### config.mk
export PLATFORM = sky130hd
export DESIGN_NAME = cache_miss_sequencer
export DESIGN_NICKNAME = d
export VERILOG_FILES = /design/src/rtl/cache_miss_sequencer.sv
export SDC_FILE = /design/constraint.sdc
export NUM_CORES = 1
export LEC_CHECK = 0
export ABC_AREA = 1
export ABC_CLOCK_PERIOD_IN_PS = 2000
export CAP_MARGIN = 10
export CORE_MARGIN = 1
export CORE_UTILIZATION = 46
export CTS_CLUSTER_SIZE = 16
export DETAILED_ROUTE_END_ITERATION = 8
export HOLD_SLACK_MARGIN = 0.03
export PLACE_DENSITY_LB_ADDON = 0.25
export SLEW_MARGIN = 25
export SYNTH_ARGS = -nofsm -noshare
export SYNTH_HDL_FRONTEND = slang
export SYNTH_SLANG_ARGS = --single-unit
### constraint.sdc
create_clock -name clk -period 2 [get_ports clk]
set_input_delay 0.4 -clock clk [delete_from_list [all_inputs] [get_ports clk]]
set_output_delay 0.4 -clock clk [all_outputs]
set_load 0.005 [all_outputs]
### src/rtl/cache_miss_sequencer.sv
// cache_miss_sequencer
//   Miss-handling controller for a set-associative cache. On an accepted
//   lookup miss it latches the replacement victim way and invalidates it. If
//   the victim is dirty, it writes the line back over the bus. It then fetches
//   the new line beat by beat and finishes by validating the way and updating
//   the replacement state.
//
// Optional feature (compile-time macro CACHE_MISS_PERFCNT_EN):
//   adds 32-bit MissCount / WritebackCount performance counters.
//
// Ports:
//   clk, reset       clock, synchronous active-high reset
//   Miss             lookup missed (level, held until Stall drops)
//   FlushStage       cancels a miss that has not been accepted yet
//   VictimWay        one-hot victim way from the replacement policy
//   VictimDirty      dirty bit of the victim line
//   BusAck           bus accepts / returns one beat this cycle
//   BusReq           bus transaction active
//   BusWrite         1 = writeback beat, 0 = fetch beat
//   BusBeat          current beat index
//   LatchedWay       victim way held for the whole miss
//   LineWriteEn      write the fetched beat into LatchedWay at BusBeat
//   ClearValid       invalidate LatchedWay (1-cycle pulse)
//   SetValid         validate LatchedWay (1-cycle pulse)
//   LRUWriteEn       update replacement state (1-cycle pulse)
//   Stall            hold the pipeline
//   MissCount        accepted misses        (CACHE_MISS_PERFCNT_EN only)
//   WritebackCount   writebacks started     (CACHE_MISS_PERFCNT_EN only)
module cache_miss_sequencer #(
  parameter int NUMWAYS      = 4,
  parameter int BEATSPERLINE = 4,
  parameter int BEATLEN      = $clog2(BEATSPERLINE)
) (
  input  logic               clk,
  input  logic               reset,
  input  logic               Miss,
  input  logic               FlushStage,
  input  logic [NUMWAYS-1:0] VictimWay,
  input  logic               VictimDirty,
  input  logic               BusAck,
  output logic               BusReq,
  output logic               BusWrite,
  output logic [BEATLEN-1:0] BusBeat,
  output logic [NUMWAYS-1:0] LatchedWay,
  output logic               LineWriteEn,
  output logic               ClearValid,
  output logic               SetValid,
  output logic               LRUWriteEn,
  output logic               Stall
`ifdef CACHE_MISS_PERFCNT_EN
  ,
  output logic [31:0]        MissCount,
  output logic [31:0]        WritebackCount
`endif
);

  typedef enum logic [1:0] {IDLE, EVICT, FETCH, DONE} stateT;

  stateT               stateReg;
  logic [BEATLEN-1:0]  beatCountReg;
  logic [NUMWAYS-1:0]  latchedWayReg;
  logic                busReqReg;
  logic                busWriteReg;
  logic                clearValidReg;
  logic                setValidReg;
  logic                lruWriteEnReg;

  logic accept;
  logic lastBeat;

  assign accept   = Miss & ~FlushStage;
  assign lastBeat = (beatCountReg == BEATLEN'(BEATSPERLINE - 1));

  // Single FSM; every output except LineWriteEn/Stall is registered and set
  // on the transition into the state that owns it.
  always_ff @(posedge clk) begin
    if (reset) begin
      stateReg      <= IDLE;
      beatCountReg  <= '0;
      latchedWayReg <= '0;
      busReqReg     <= 1'b0;
      busWriteReg   <= 1'b0;
      clearValidReg <= 1'b0;
      setValidReg   <= 1'b0;
      lruWriteEnReg <= 1'b0;
    end else begin
      clearValidReg <= 1'b0;
      setValidReg   <= 1'b0;
      lruWriteEnReg <= 1'b0;
      case (stateReg)
        IDLE: begin
          if (accept) begin
            latchedWayReg <= VictimWay;
            clearValidReg <= 1'b1;
            busReqReg     <= 1'b1;
            beatCountReg  <= '0;
            if (VictimDirty) begin
              stateReg    <= EVICT;
              busWriteReg <= 1'b1;
            end else begin
              stateReg    <= FETCH;
              busWriteReg <= 1'b0;
            end
          end
        end
        EVICT: begin
          if (BusAck) begin
            // Counter wraps to 0 on the last beat, ready for the fetch.
            beatCountReg <= beatCountReg + 1'b1;
            if (lastBeat) begin
              stateReg    <= FETCH;
              busWriteReg <= 1'b0;
            end
          end
        end
        FETCH: begin
          if (BusAck) begin
            beatCountReg <= beatCountReg + 1'b1;
            if (lastBeat) begin
              stateReg      <= DONE;
              busReqReg     <= 1'b0;
              setValidReg   <= 1'b1;
              lruWriteEnReg <= 1'b1;
            end
          end
        end
        DONE: begin
          stateReg <= IDLE;
        end
        default: begin
          stateReg <= IDLE;
        end
      endcase
    end
  end

`ifdef CACHE_MISS_PERFCNT_EN
  logic [31:0] missCountReg;
  logic [31:0] writebackCountReg;

  always_ff @(posedge clk) begin
    if (reset) begin
      missCountReg      <= '0;
      writebackCountReg <= '0;
    end else if (stateReg == IDLE && accept) begin
      missCountReg <= missCountReg + 32'd1;
      if (VictimDirty) begin
        writebackCountReg <= writebackCountReg + 32'd1;
      end
    end
  end

  assign MissCount      = missCountReg;
  assign WritebackCount = writebackCountReg;
`endif

  assign BusReq      = busReqReg;
  assign BusWrite    = busWriteReg;
  assign BusBeat     = beatCountReg;
  assign LatchedWay  = latchedWayReg;
  assign ClearValid  = clearValidReg;
  assign SetValid    = setValidReg;
  assign LRUWriteEn  = lruWriteEnReg;
  // The fetched beat is written in the same cycle the bus returns it.
  assign LineWriteEn = (stateReg == FETCH) & BusAck;
  // A miss stalls combinationally in its accept cycle; Stall drops the cycle
  // after DONE so the pipeline replays the access as a hit.
  assign Stall       = (stateReg != IDLE) | accept;

endmodule
# Word level (Yosys, flattened, before mapping)
# Index checks and enable logic that the tools add are counted.
# Widths: inputs -> output; s select.
[totals]
ff_bits = 12
latchBits = 0
mem_bits_rw = 0
rom_bits = 0
in_bits = 10
output_inout_bits = 13
wordCells = 57
n_memories = 0
[op_classes]
addsub = 1
n_mul = 0
div = 0
magnitude_cmp = 0
n_eq_ne = 10
shift = 0
muxes = 19
n_bitwise = 7
reduce_logical = 13
[ops]
columns = ["op", "count"]
rows = [
  ["$mux 2", 8],
  ["$ne 2x2->1 const B", 5],
  ["$pmux 2 s4", 1],
  ["$reduce_and 4->1", 2],
  ["$reduce_bool 2->1", 4],
  ["$mux 1", 7],
  ["$eq 2x2->1 const B", 3],
  ["$reduce_and 5->1", 1],
  ["$not 1->1", 4],
  ["$pmux 1 s2", 2],
  ["$pmux 2 s2", 1],
  ["$reduce_or 2->1", 2],
  ["$reduce_and 3->1", 1],
  ["$reduce_or 3->1", 1],
  ["$add 2x1->2 const B", 1],
  ["$and 1x1->1", 2],
  ["$eq 2x1->1 const B", 1],
  ["$logic_not 2->1", 1],
  ["$ne 2x1->1 const B", 1],
  ["$reduce_and 2->1", 1],
  ["$or 1x1->1", 1],
]

# Longest topological paths before layout
[depth]
word_depth = 4
mapped_depth = 8
depth_no_buf = 8

# Worst setup path after synthesis
# OpenSTA, ideal clock, no wires.
[synth_timing]
path_type = "flip-flop to flip-flop"
startpoint = "register stateReg[0]"
endpoint = "register beatCountReg[0], in the netlist BusBeat[0]"
arrival_ns = 1.144
required_ns = 1.887
path_slack_ns = 0.743
stages_incl_launch_ff = 8
period_less_slack_ns = 1.257
cell_sequence = "dfxtp_1 > inv_1 > ha_1 > nor2_1 > a21oi_1 > nand3_1 > nand2_1 > nor2_1"
[synth_between]
elab_chain_cells = 4
word_cells_on_any_way = 9
classes_between = "eq/ne: 4; mux: 1; reduce/logical: 4"
[synth_rtl]
columns = ["item", "line_no", "rtl"]
rows = [
  ["from (decl)", "59", "stateT stateReg;"],
  ["from (signal assigned)", "78", "stateReg <= IDLE;"],
  ["from (signal assigned)", "98", "stateReg <= EVICT;"],
  ["from (signal assigned)", "101", "stateReg <= FETCH;"],
  ["$eq 2x2->1 / $eq 2x1->1 (equally long branches)", "90", "case (stateReg)"],
  ["$reduce_or 2->1 (no source line)", "n/a", ""],
  ["$ne 2x1->1 (no source line) / $reduce_bool 2->1 (equally long branches)", "n/a", ""],
  ["$reduce_and 3->1 (no source line)", "n/a", ""],
  ["to (signal assigned)", "109", "beatCountReg <= beatCountReg + 1'b1;"],
  ["to (signal assigned)", "118", "beatCountReg <= beatCountReg + 1'b1;"],
  ["to (decl)", "60", "logic [BEATLEN-1:0] beatCountReg;"],
]
# Several ways; a longest one is shown, not always the timed one.
# A chain may end at the register's enable or synchronous reset.

# Worst setup path in the final report
[layout_timing]
startpoint = "register stateReg[1]"
endpoint = "output port Stall"
[layout_between]
elab_chain_cells = 2
[layout_rtl]
columns = ["item", "line_no", "rtl"]
rows = [
  ["$reduce_bool 2->1", "168", "assign Stall = (stateReg != IDLE) | accept;"],
  ["$or 1x1->1", "168", ""],
  ["to (decl)", "49", "output logic Stall"],
]
# No other way between the ends.

==> qor.yml <==
sta:
  holdWs_ns: 0.514
  layout_setup_ws_ns: 0.0720
  slew-limit-headroom_pct: 82.9
  clock_skew_ns: 0.00417
  fin_tns_setup_ns: 0
  rsz0062_at_grt: "false"
  fmax_mhz: 519
  hold_viol_final: 0
  tightest_slew_ns: 0.255
  period_needed_ns: 1.93
  period_share_pct: 96.4
  setup_viol: 0
  maxSlewViolCount: 0
detailed_routing:
  via_per_inst: 4.65
  route.met3.wl_um: 90
  wl_per_cell_um: 10.1
  dr.pass1.iters: 4
  antenna_left: 0
  drt_iter0_markers: 5
  vias: 632
  wl_met1_um: 609
  routed-wl-met2_um: 673
  top_layer: "met3"
  route.detailed.drc: 0
  wl_mm: 1.37
placed_design:
  portBuffers: 22
  place_hpwl_mm: 1.07
  placed_cells: 131
  dp_slack_ns: 0.0822
  place_congestion: 0.738
  place_area_um2: 897
clocking:
  clock_latency_ns: 0.28
  clockBufferDepth: 2
  cts_num_sinks: 12
  path_clk_slew_ns: 0.07
  cts_max_level: 1
  cts_tree: "yes"
  root_buffer: "clkbuf_4"
  numCtsBuffers: 3
finish:
  stdcell_area_um2: 948
  multiInputGateArea_um2: 359
  seq_area_um2: 240
  fillCellCount: 105
  finalCoreUtilization_pct: 72.0
  layout.nets: 139
  area_growth_pct: 44.1
  n_antenna_cell: 0
  finalNonFillerCells: 136
  layout-drive-gt1-share_pct: 12.4
worst_setup_path:
  r2r_start: "stateReg[1]"
  start_kind: "flop"
  end_kind: "primary output"
  r2r_cells: 7
  critPathMaxFanout: 5
  reg2reg_slack_ns: 0.63
  r2r-end: "BusBeat[1]"
  required_ns: 1.60
  arrival_ns: 1.53
  critPathKind: "flop to primary output"
power:
  ir_drop_mv: 0.883
  power_density_nw_per_um2: 1320
  power.leakage_nw: 0.462
  power.total_mw: 1.25
logic_synthesis:
  synth.top_cell.area_share_pct: 36.5
  syn_avg_cell_area_um2: 7.00
  synth_common_cells: "22 x nor2_1, 19 x nand2_1, 12 x dfxtp_1, 12 x inv_1, 7 x ha_1"
  syn-num-nets: 111
  synth_cell_type_count: 18
  ys_seq_area_share_pct: 36.5
  syn_inst: 94
  ys_ff_latch: 12
  synth_most_common_cell: "nor2_1"
  synth_top_cell_by_area: "dfxtp_1"
  yosysWarnings: 0
  synth-edff-count: 0
  ys.flop_type: "dfxtp_1"
  yosys-top-cells-area: "dfxtp_1 37%, ha_1 13%, nor2_1 13%"
  syn_area_um2: 658
  async_reset_ff_share_pct: 0
run:
  maxCapViolCount: 0
grt:
  grt_use_total_pct: 21.3
  antenna_found_initial: 0
  grt_pass1_wl_mm: 2.15
  grt_pass1_vias: 559
  grt_max_degree: 11
  grt_overflow_total: 0
status:
  status: "complete, no violations"
floorplan:
  die_h_um: 39.8
  die-area_um2: 1590
  start_util_pct: 50.0
  fp.dieW_um: 39.8
  core_area_um2: 1320
  rows: 13
  ioPinCount: 23
min_path:
  min_from: "LatchedWay[1]"
  holdCritPathClass: "flop to flop"
  worstHoldPathCells: 2
  worstHoldEndpoint: "LatchedWay[1]"
-- metal layers --
| layer | vias to the layer above | track usage, % |
|---|---|---|
| met5 | - | 0 |
| met4 | 0 | 7.76 |
| met3 | 0 | 11.4 |
| met2 | 19 | 34.4 |
| met1 | 271 | 23.0 |
| li1 | 342 | - |
-- critical path, cell delays in order, from the launching register on --
cell	delay (ns)
dfxtp_1	0.36
inv_1	0.11
ha_2	0.23
nand2_4	0.07
clkdlybuf4s50_1	0.48
-- logic make-up (layout without fill, tap and decap cells) --
kind of cell | after synthesis | in the layout | synth area share, %
buf+inv | 16 | 43 | 9.70
fa+ha+maj | 7 | 7 | 13.3
flops | 12 | 12 | 36.5
simple gates | 49 | 49 | 32.5
compound gates | 10 | 10 | 7.98
-- layout make-up --
cell class,instances,area share (%)
Sequential cell,12,25.3
Clock buffer,4,3.83
Multi-Input combinational cell,66,37.9
Inverter,15,5.94
Timing Repair Buffer,24,25.1
Tap cell,15,1.98
-- how the worst max path moves through the flow --
stage / cells after the start / slack, ns / end / startpoint
floorplan: 7 / 0.74 / BusBeat[0] / stateReg[0]
global placement: 4 / 0.09 / Stall / Miss
detailed placement: 4 / 0.08 / Stall / Miss
CTS: 5 / 0.01 / LineWriteEn / stateReg[0]
global route: 4 / 0.004 / Stall / stateReg[0]
finish: 4 / 0.07 / Stall / stateReg[1]
-- where the power goes --
part / internal, mW / leakage (nW) / switching (mW)
clock: 0.111 / 0.0210 / 0.0847
combinational: 0.339 / 0.343 / 0.377
sequential: 0.302 / 0.0986 / 0.0409
total: 0.752 / 0.462 / 0.502
-- registers in the layout, summed over array words and instances, names as in the netlist --
register and cells:
BusBeat 2, BusReq 1, BusWrite 1, ClearValid 1, LRUWriteEn 1, LatchedWay 4, stateReg 2
-- placed cells by master, fill, tap and decap left out --
| cell type | Yosys | layout |
|---|---|---|
| nand3_1 | 3 | 3 |
| clkdlybuf4s50_1 | 0 | 21 |
| nand3_2 | 1 | 1 |
| ha_2 | 0 | 2 |
| nor2_1 | 22 | 22 |
| nand4_1 | 1 | 1 |
| clkbuf_4 | 0 | 3 |
| a21oi_1 | 2 | 2 |
| o21a_1 | 1 | 1 |
| clkinv_1 | 1 | 1 |
| nand2_1 | 19 | 19 |
| buf_4 | 1 | 2 |
| ha_1 | 7 | 5 |
| o21ai_0 | 6 | 6 |
| nand2_4 | 1 | 1 |
| inv_2 | 2 | 3 |
| clkbuf_8 | 0 | 1 |
| dlymetal6s2s_1 | 0 | 1 |
| inv_1 | 12 | 11 |
| dfxtp_1 | 12 | 12 |
| o21ai_1 | 1 | 1 |
| nand2_2 | 1 | 1 |
| nor2_4 | 1 | 1 |
-- timing repair --
action / 4_1_cts / 5_1_grt
endpoints found under the setup margin: 1 / 2
resized for setup: 1 / 3
hold buffers: 0 / 0
buffers inserted: 0 / 1
cloned: 0 / 0
Note: power is estimated with default switching activity, not from simulation.
